File: src/rtl/block_add_ctrl_pkg.sv
`default_nettype none
// ============================================================================
// block_add_ctrl_pkg
//   Shared constants and state encoding for the block-accumulate tile sequencer.
//   Revision: 1.0
// ============================================================================
package block_add_ctrl_pkg;

    localparam int c_DATA_W = 16;
    localparam int c_J      = 2;
    localparam int c_K      = 2;
    localparam int c_A_M    = 4;
    localparam int c_B_N    = 4;
    localparam int c_DIM_W  = 10;

    typedef enum logic [2:0] {
        ST_IDLE   = 3'd0,
        ST_CHECK  = 3'd1,
        ST_REQ    = 3'd2,
        ST_ADD    = 3'd3,
        ST_SETTLE = 3'd4,
        ST_DONE   = 3'd5
    } ctrl_state_t;

endpackage
`default_nettype wire

File: src/rtl/block_tile_iter.sv
`default_nettype none
// ============================================================================
// block_tile_iter
//   Row/column/step counters for a JxK tile walk; step innermost, then column,
//   then row. o_last flags the final step of the final tile.
//   Revision: 1.0
// ============================================================================
module block_tile_iter
    import block_add_ctrl_pkg::*;
#(
    parameter int DIM_W = c_DIM_W,
    parameter int J     = c_J,
    parameter int K     = c_K
) (
    input  logic             clk,
    input  logic             rst_n,
    input  logic             i_clear,
    input  logic             i_advance,
    input  logic [DIM_W-1:0] i_rows,
    input  logic [DIM_W-1:0] i_cols,
    input  logic [DIM_W-1:0] i_depth,
    output logic [DIM_W-1:0] o_row,
    output logic [DIM_W-1:0] o_col,
    output logic [DIM_W-1:0] o_step,
    output logic             o_last
);

    localparam logic [DIM_W:0] c_J_EXT   = (DIM_W+1)'(J);
    localparam logic [DIM_W:0] c_K_EXT   = (DIM_W+1)'(K);
    localparam logic [DIM_W:0] c_ONE_EXT = (DIM_W+1)'(1);

    logic [DIM_W-1:0] r_row;
    logic [DIM_W-1:0] r_col;
    logic [DIM_W-1:0] r_step;

    logic [DIM_W:0]   w_row_sum;
    logic [DIM_W:0]   w_col_sum;
    logic [DIM_W:0]   w_step_inc;
    logic             w_step_wrap;
    logic             w_col_wrap;
    logic             w_row_wrap;

    // One extra bit keeps coordinate + tile size from wrapping near 2**DIM_W.
    assign w_row_sum   = {1'b0, r_row}  + c_J_EXT;
    assign w_col_sum   = {1'b0, r_col}  + c_K_EXT;
    assign w_step_inc  = {1'b0, r_step} + c_ONE_EXT;

    assign w_step_wrap = (w_step_inc >= {1'b0, i_depth});
    assign w_col_wrap  = (w_col_sum  >= {1'b0, i_cols});
    assign w_row_wrap  = (w_row_sum  >= {1'b0, i_rows});

    assign o_last = w_step_wrap && w_col_wrap && w_row_wrap;
    assign o_row  = r_row;
    assign o_col  = r_col;
    assign o_step = r_step;

    always_ff @(posedge clk or negedge rst_n) begin
        if (!rst_n) begin
            r_row  <= '0;
            r_col  <= '0;
            r_step <= '0;
        end else if (i_clear) begin
            r_row  <= '0;
            r_col  <= '0;
            r_step <= '0;
        end else if (i_advance) begin
            if (w_step_wrap) begin
                r_step <= '0;
                if (w_col_wrap) begin
                    r_col <= '0;
                    r_row <= w_row_sum[DIM_W-1:0];
                end else begin
                    r_col <= w_col_sum[DIM_W-1:0];
                end
            end else begin
                r_step <= w_step_inc[DIM_W-1:0];
            end
        end
    end

endmodule
`default_nettype wire

File: src/rtl/block_add_ctrl.sv
`default_nettype none
// ============================================================================
// block_add_ctrl
//   Tile sequencer: validates a matrix-accumulate command, requests one
//   multiplied block per tile step and commits each through block_add.
//   Revision: 1.0
// ============================================================================
module block_add_ctrl
    import block_add_ctrl_pkg::*;
#(
    parameter int DIM_W = c_DIM_W,
    parameter int J     = c_J,
    parameter int K     = c_K,
    parameter int A_M   = c_A_M,
    parameter int B_N   = c_B_N
) (
    input  logic             clk,
    input  logic             rst_n,
    input  logic             i_cmd_valid,
    output logic             o_cmd_ready,
    input  logic [DIM_W-1:0] i_cmd_rows,
    input  logic [DIM_W-1:0] i_cmd_cols,
    input  logic [DIM_W-1:0] i_cmd_depth,
    input  logic             i_abort,
    output logic             o_mul_req,
    output logic [DIM_W-1:0] o_mul_row,
    output logic [DIM_W-1:0] o_mul_col,
    output logic [DIM_W-1:0] o_mul_step,
    input  logic             i_mul_ack,
    output logic             o_add_start,
    output logic [DIM_W-1:0] o_add_row,
    output logic [DIM_W-1:0] o_add_col,
    output logic [DIM_W-1:0] o_add_num_cols,
    output logic             o_busy,
    output logic             o_done,
    output logic             o_err
);

    localparam logic [DIM_W:0] c_A_M_EXT = (DIM_W+1)'(A_M);
    localparam logic [DIM_W:0] c_B_N_EXT = (DIM_W+1)'(B_N);

    ctrl_state_t      r_state;
    ctrl_state_t      w_state_nxt;

    logic [DIM_W-1:0] r_rows;
    logic [DIM_W-1:0] r_cols;
    logic [DIM_W-1:0] r_depth;

    logic             r_cmd_ready;
    logic             r_busy;
    logic             r_mul_req;
    logic             r_add_start;
    logic             r_done;
    logic             r_err;
    logic [DIM_W-1:0] r_add_row;
    logic [DIM_W-1:0] r_add_col;

    logic [DIM_W-1:0] w_row;
    logic [DIM_W-1:0] w_col;
    logic [DIM_W-1:0] w_step;
    logic             w_last;
    logic             w_accept;
    logic             w_bad;
    logic             w_it_clear;
    logic             w_it_advance;

    assign w_accept = (r_state == ST_IDLE) && i_cmd_valid && r_cmd_ready;

    assign w_bad = (r_rows  == '0) ||
                   (r_cols  == '0) ||
                   (r_depth == '0) ||
                   ({1'b0, r_rows} > c_A_M_EXT) ||
                   ({1'b0, r_cols} > c_B_N_EXT);

    // Counters restart on entry to a command and whenever the walk ends, so
    // coordinates never carry over from an aborted or finished command.
    assign w_it_clear   = (r_state == ST_CHECK) ||
                          (w_state_nxt == ST_IDLE) ||
                          (w_state_nxt == ST_DONE);
    assign w_it_advance = (r_state == ST_SETTLE) && (w_state_nxt == ST_REQ);

    block_tile_iter #(
        .DIM_W (DIM_W),
        .J     (J),
        .K     (K)
    ) u_tile_iter (
        .clk       (clk),
        .rst_n     (rst_n),
        .i_clear   (w_it_clear),
        .i_advance (w_it_advance),
        .i_rows    (r_rows),
        .i_cols    (r_cols),
        .i_depth   (r_depth),
        .o_row     (w_row),
        .o_col     (w_col),
        .o_step    (w_step),
        .o_last    (w_last)
    );

    always_ff @(posedge clk or negedge rst_n) begin
        if (!rst_n) begin
            r_state <= ST_IDLE;
        end else begin
            r_state <= w_state_nxt;
        end
    end

    always_comb begin
        w_state_nxt = r_state;
        case (r_state)
            ST_IDLE:   if (w_accept) w_state_nxt = ST_CHECK;
            ST_CHECK:  w_state_nxt = w_bad ? ST_DONE : ST_REQ;
            ST_REQ:    if (i_mul_ack) w_state_nxt = ST_ADD;
            ST_ADD:    w_state_nxt = ST_SETTLE;
            ST_SETTLE: w_state_nxt = w_last ? ST_DONE : ST_REQ;
            ST_DONE:   w_state_nxt = ST_IDLE;
            default:   w_state_nxt = ST_IDLE;
        endcase
        // Abort overrides everything, including an ack arriving in the same cycle.
        if (i_abort && (r_state != ST_IDLE)) begin
            w_state_nxt = ST_IDLE;
        end
    end

    always_ff @(posedge clk or negedge rst_n) begin
        if (!rst_n) begin
            r_rows  <= '0;
            r_cols  <= '0;
            r_depth <= '0;
        end else if (w_accept) begin
            r_rows  <= i_cmd_rows;
            r_cols  <= i_cmd_cols;
            r_depth <= i_cmd_depth;
        end
    end

    // Outputs are registered from the next state so they line up with it.
    always_ff @(posedge clk or negedge rst_n) begin
        if (!rst_n) begin
            r_cmd_ready <= 1'b1;
            r_busy      <= 1'b0;
            r_mul_req   <= 1'b0;
            r_add_start <= 1'b0;
            r_done      <= 1'b0;
            r_err       <= 1'b0;
            r_add_row   <= '0;
            r_add_col   <= '0;
        end else begin
            r_cmd_ready <= (w_state_nxt == ST_IDLE);
            r_busy      <= (w_state_nxt != ST_IDLE);
            r_mul_req   <= (w_state_nxt == ST_REQ);
            r_add_start <= (w_state_nxt == ST_ADD);
            r_done      <= (w_state_nxt == ST_DONE);
            r_err       <= (w_state_nxt == ST_DONE) && (r_state == ST_CHECK);
            if (w_state_nxt == ST_ADD) begin
                r_add_row <= w_row;
                r_add_col <= w_col;
            end
        end
    end

    assign o_cmd_ready    = r_cmd_ready;
    assign o_busy         = r_busy;
    assign o_mul_req      = r_mul_req;
    assign o_mul_row      = w_row;
    assign o_mul_col      = w_col;
    assign o_mul_step     = w_step;
    assign o_add_start    = r_add_start;
    assign o_add_row      = r_add_row;
    assign o_add_col      = r_add_col;
    assign o_add_num_cols = r_cols;
    assign o_done         = r_done;
    assign o_err          = r_err;

endmodule
`default_nettype wire
File: config.mk
export PLATFORM = sky130hd
export DESIGN_NAME = block_add_ctrl
export DESIGN_NICKNAME = d
export VERILOG_FILES = /design/src/rtl/block_add_ctrl_pkg.sv /design/src/rtl/block_tile_iter.sv /design/src/rtl/block_add_ctrl.sv
export SDC_FILE = /design/constraint.sdc
export NUM_CORES = 1
export LEC_CHECK = 0
export CORE_MARGIN = 3
export CORE_UTILIZATION = 47
export CTS_BUF_LIST = sky130_fd_sc_hd__clkbuf_16
export CTS_CLUSTER_DIAMETER = 100
export DETAILED_ROUTE_END_ITERATION = 6
export PLACE_DENSITY = 0.78
export SYNTH_ARGS = -nofsm -noshare
export SYNTH_HDL_FRONTEND = slang
export SYNTH_SLANG_ARGS = --single-unit
export TNS_END_PERCENT = 5
File: constraint.sdc
create_clock -name clk -period 3 [get_ports clk]
set_input_delay 0.6 -clock clk [delete_from_list [all_inputs] [get_ports clk]]
set_output_delay 0.6 -clock clk [all_outputs]
set_load 0.01 [all_outputs]
# --- Yosys cells after proc, flatten, opt, wreduce, memory -nomap -nowiden ---
# Cells that the tools add are included.
classes:
  n_addsub: 3
  magnitude_cmp: 5
  n_eq_ne: 7
  muxes: 17
  reduce_logical: 25
op_table:
  columns: ["op", "count"]
  rows:
  - ["$mux 10", 11]
  - ["$ge 11x10->1", 3]
  - ["$logic_not 10->1", 3]
  - ["$add 10x2->11 const B", 2]
  - ["$gt 10x3->1 const B", 2]
  - ["$mux 3", 5]
  - ["$pmux 3 s5", 1]
  - ["$eq 3x2->1 const B", 4]
  - ["$add 10x1->11 const B", 1]
  - ["$logic_and 1x1->1", 7]
  - ["$eq 3x3->1 const B", 2]
  - ["$logic_not 3->1", 2]
  - ["$logic_or 1x1->1", 6]
  - ["$reduce_bool 2->1", 3]
  - ["$reduce_bool 3->1", 2]
  - ["$eq 3x1->1 const B", 1]
  - ["$reduce_and 3->1", 1]
  - ["$reduce_and 2->1", 1]
word_totals:
  regBits: 89
  wordCells: 72

# --- Depth between registers and ports, before layout ---
logic_depth:
  depth_word: 13
  ltp_mapped: 15
  mapped_depth_nobuf: 12

# --- Hierarchy ---
# From an unflattened synthesis, not the netlist that was laid out.
unflattened:
  cells_unflattened: 523
  hier_area_um2: 5217.5
by_module_without_submodules:
  columns: ["module", "n_inst", "cells_per_inst", "area_per_inst_um2", "seq_area_each_um2"]
  rows:
  - ["block_add_ctrl", 1, 249, 2791.4, 1477.7]
  - ["block_tile_iter", 1, 274, 2426.1, 700.7]

# --- Worst setup path before layout ---
# No wires, ideal clock.
synth_path:
  path_type: "reg2reg"
  startpoint: "reg u_tile_iter.r_row[1] (netlist: u_tile_iter.o_row[1])"
  endpoint: "reg u_tile_iter.r_col[4] (netlist: u_tile_iter.o_col[4])"
  setup_ns: 0.077
  t_arrival_ns: 2.939
  required_ns: 2.923
  path_slack_ns: -0.016
  stages_incl_launch_ff: 14
  path_buffers: 1
  period_less_slack_ns: 3.016
  cell_sequence: "dfrtp_1 ha_1 and3_1 and3_1 and3_1 xor2_1 ha_1 nor2b_1 a311o_1 o2bb2ai_1 nand2b_1 o211ai_4 buf_2 a21oi_1"
synth_via:
  elab_chain_len: 11
synth_lines:
  columns: ["element", "line_no", "rtl"]
  rows:
  - ["from (decl)", "block_tile_iter.sv:32", "logic [DIM_W-1:0] r_row;"]
  - ["from (signal assigned)", "block_tile_iter.sv:71", "r_row <= w_row_sum[DIM_W-1:0];"]
  - ["$add 10x2->11 *", "block_tile_iter.sv:44", "assign w_row_sum = {1'b0, r_row} + c_J_EXT;"]
  - ["$ge 11x10->1 *", "block_tile_iter.sv:50", "assign w_row_wrap = (w_row_sum >= {1'b0, i_rows});"]
  - ["$logic_and 1x1->1 *", "block_tile_iter.sv:52", "assign o_last = w_step_wrap && w_col_wrap && w_row_wrap;"]
  - ["$mux 3 *", "block_add_ctrl.sv:115", "ST_SETTLE: w_state_nxt = w_last ? ST_DONE : ST_REQ;"]
  - ["$pmux 3 s5 *", "block_add_ctrl.sv:110", "case (r_state)"]
  - ["$mux 3 *", "block_add_ctrl.sv:120", "if (i_abort && (r_state != ST_IDLE)) begin"]
  - ["$logic_not 3->1", "block_add_ctrl.sv:78", "(w_state_nxt == ST_IDLE) ||"]
  - ["$logic_or 1x1->1", "block_add_ctrl.sv:77", "assign w_it_clear = (r_state == ST_CHECK) ||"]
  - ["$logic_or 1x1->1", "block_add_ctrl.sv:78", null]
  - ["$reduce_bool 2->1 (no source line)", null, null]
  - ["$reduce_and 2->1 (no source line)", null, null]
  - ["to (signal assigned)", "block_tile_iter.sv:73", "r_col <= w_col_sum[DIM_W-1:0];"]
  - ["to (decl)", "block_tile_iter.sv:33", "logic [DIM_W-1:0] r_col;"]
# Mark *: on every way between the ends. The rest lies on a longest branch, timed or not.
# A chain may end at the register's enable or synchronous reset.

# --- Worst setup path after layout ---
layout_path:
  startpoint: "reg u_tile_iter.r_row[2] (netlist: u_tile_iter.o_row[2])"
  endpoint: "reg u_tile_iter.r_col[5] (netlist: u_tile_iter.o_col[5])"
# The elaborated chain is that of the path after synthesis.

==> flow_summary.toml <==
[final_layout]
regArea_sq_um = 2130
antennaDiodeCount = 0
final_cell_mix = "clkdlybuf4s50_1, dfrtp_1, nand2_1, nor2_1, o21ai_0"
drive_above_1_share = 0.153
final_common_cell = "clkdlybuf4s50_1"
multi_input_area_sq_um = 2460
final.fill_count = 797
syn_to_final_growth_pct = 35.4
nets = 674
final_area_sq_um = 6450

[power_and_ir_drop]
p_total_mw = 4.16
ir_worst_vdd_mv = 0.295
clockPowerShare = 0.286
p_int_mw = 2.70
p_switching_mw = 1.46
swShare = 0.350
p_seq_frac = 0.379
p_leak_nw = 2.96
power.share.combinational = 0.335
p_per_area_nw_per_um2 = 645

[yosys]
avgSynthCellArea_sq_um = 9.81
synthFlopType = "dfrtp_1"
synth_edf_count = 0
synth.distinct_cells = 59
seq_area_frac_synth = 0.447
syn_inst = 486
ys_async_sr_fraction = 1.00
ys_ff_latch = 85
ys_warn_count = 0
syn_area_sq_um = 4770

[grt]
grt-ovfl-total = 0
grt_pass1_vias = 4107
antenna_found_initial = 0
grt_usage = 0.222
grt_pass1_wl_microns = 20200
grt_max_degree = 86

[critical_path]
regToRegSetupSlack_ps = 20
cp_slowest_cell = "dfrtp_1"
crit_type = "register to register"
cp-end-kind = "register"
worst-path-max-fanout = 20
start_kind = "register"
critPathArrivalTime_ps = 3250
worst-path-buf-inv = 1
path_delay_family = "simple AND/OR/NAND/NOR gates"
cpPeakStageDelay_ps = 400
cpMostUsedCell = "and3_1"
worstPathCellList = "ha_2, and3_1, and3_1, and3_1, xor2_1, ha_1, nor2b_1, a311o_1, o2bb2ai_4, nand2b_4, o211ai_4, buf_12, a21oi_1"
critPathRequiredTime_ps = 3270

[drt]
drt_iter0_drc = 197
dr.pass1.iters = 4
routed_wl_microns = 12300
drt-wirelength-per-cell_microns = 16.5
ant_nets = 0
remaining_drc_errors = 0
vias = 4065
vias_per_cell = 5.45

[floorplanning]
die-area_sq_um = 11400
die_w_microns = 107
top_level_ports = 101
die_y_microns = 107
start_util = 0.485
core_sq_um = 9820
core.rowCount = 36

[timing]
clock_skew_ps = 7.54
clock.fmax_ghz = 0.335
fin_hold_ws_ps = 254
rsz0062_at_grt = "true"
tightest_slew_ps = 606
finalMaxSlewViolations = 0
relSlewSlack = 0.591
finalHoldViolCount = 0
finalCriticalPeriod_ps = 2980
period_share = 0.995
setup_viol = 0
worst_slack_ps = 16.0

[clock_tree]
h-tree-depth = 3
post_cts_buffers = 0
cts.sinks = 85
cts_root_buffer = "clkbuf_16"
tritoncts = "yes"
postCtsHoldBufs = 0
clkLatencyLatePin_ps = 350
cts.clk_slew.worst_paths_ps = 60
cts_made_buffers = 9
cts.path.max_buffers = 2

[place]
placed_area_sq_um = 6080
port_buffers = 96
gp_congestion = 0.911
dp_slack_ps = -106
dp_hpwl_microns = 9130

[job]
drv_cap = 0

[run_status]
status = "complete, no violations"

[hold_path]
hp-class = "primary input to async pin"
[flip-flops by register name (all words and copies together), names as in the netlist]
register	cells
o_add_row	9
r_depth	10
r_state	3
o_add_start	1
o_add_col	9
o_busy	1
u_tile_iter.o_step	10
o_cmd_ready	1
r_rows	10
o_done	1
o_err	1
u_tile_iter.o_col	9
u_tile_iter.o_row	9
o_mul_req	1
o_add_num_cols	10
[metrics by stage]
step | TNS [ps] | util | cells
after global placement | 0 | 0.620 | 730
after CTS | -31.9 | 0.654 | 746
final | 0 | 0.657 | 746
after floorplan | 0 | - | 489
after detailed placement | -1340 | 0.620 | 730
after global routing | -1650 | 0.657 | 746
[routing by layer]
layer	global-route usage	vias to the layer above	wire length (microns)
li1	-	1925	-
met1	0.298	2002	5380
met2	0.363	121	6040
met3	0.0421	17	629
met4	0.0749	0	259
met5	0	-	0
[cell usage after synthesis, types with 2 or more instances]
master / instances / share of area
and3_1: 8 / 0.011
mux2_4: 9 / 0.028
xnor2_1: 13 / 0.024
nand2_1: 57 / 0.045
a22oi_1: 6 / 0.0095
a21oi_1: 23 / 0.024
dfrtp_1: 84 / 0.44
nor2_1: 38 / 0.030
o21ai_1: 3 / 0.0031
buf_2: 6 / 0.0063
a211oi_1: 3 / 0.0047
nor3_1: 3 / 0.0031
o21ai_0: 36 / 0.038
nand4_1: 6 / 0.0079
mux2_2: 12 / 0.028
ha_1: 31 / 0.081
clkbuf_1: 9 / 0.0071
and2_1: 7 / 0.0092
nand3_1: 20 / 0.021
nand2b_1: 4 / 0.0052
nor4_1: 4 / 0.0052
a31oi_1: 3 / 0.0039
nor4_2: 3 / 0.0079
buf_4: 6 / 0.0095
xor2_1: 18 / 0.033
inv_1: 33 / 0.026
a21o_1: 6 / 0.0095
nor2b_1: 2 / 0.0026
nand3b_1: 3 / 0.0047
[power groups by stage]
stage / Clock [mW] / Combinational, mW / Sequential (mW)
finish: 1.19 / 1.39 / 1.58
floorplan: 0 / 0.811 / 1.58
global route: 1.24 / 1.55 / 1.61
detailed placement: 0 / 1.37 / 1.59
global placement: 0 / 1.32 / 1.58
CTS: 1.20 / 1.39 / 1.57
[final timing paths]
| kind | end | depth (start not counted) | from |
|---|---|---|---|
| worst max-delay path | u_tile_iter.o_col[5]$_DFFE_PN0P_ | 13 | u_tile_iter.o_row[2]$_DFFE_PN0P_ |
| worst min-delay path | o_add_row[4]$_DFFE_PN0P_ | 2 | rst_n |
| min in group clk | o_add_col[4]$_DFFE_PN0P_ | 1 | o_add_col[4]$_DFFE_PN0P_ |
| worst min register to register | o_add_col[4]$_DFFE_PN0P_ | 1 | o_add_col[4]$_DFFE_PN0P_ |
| worst max register to register | u_tile_iter.o_col[5]$_DFFE_PN0P_ | 13 | u_tile_iter.o_row[2]$_DFFE_PN0P_ |
| max in group asynchronous | u_tile_iter.o_step[1]$_DFFE_PN0P_ | 2 | rst_n |
[cells by family (layout without fill, tap and decap cells)]
kind of cell,count (synthesis),after routing,share of synthesized area
AO/OA/AOI/OAI,98,98,0.137
XOR/XNOR,31,31,0.0570
adder cells (fa/ha/maj),31,31,0.0814
buffers and inverters,56,180,0.0538
flip-flops,85,85,0.447
multiplexers,21,21,0.0567
other,1,4,0.000787
AND/OR/NAND/NOR,163,163,0.167
[layout make-up]
type,count,share of cell area
multi-input combinational,348,0.381
sequential,85,0.330
timing repair buffer,131,0.195
clock buffer,9,0.0349
tap,133,0.0258
inverter,33,0.0192
clock inverter,7,0.0142
[timing repair]
action / in CTS / in global routing
gates resized for setup: 5 / 5
pin swaps: 1 / 2
setup endpoints to repair: 29 / 30
No activity file was read; power rests on OpenSTA's default activity.
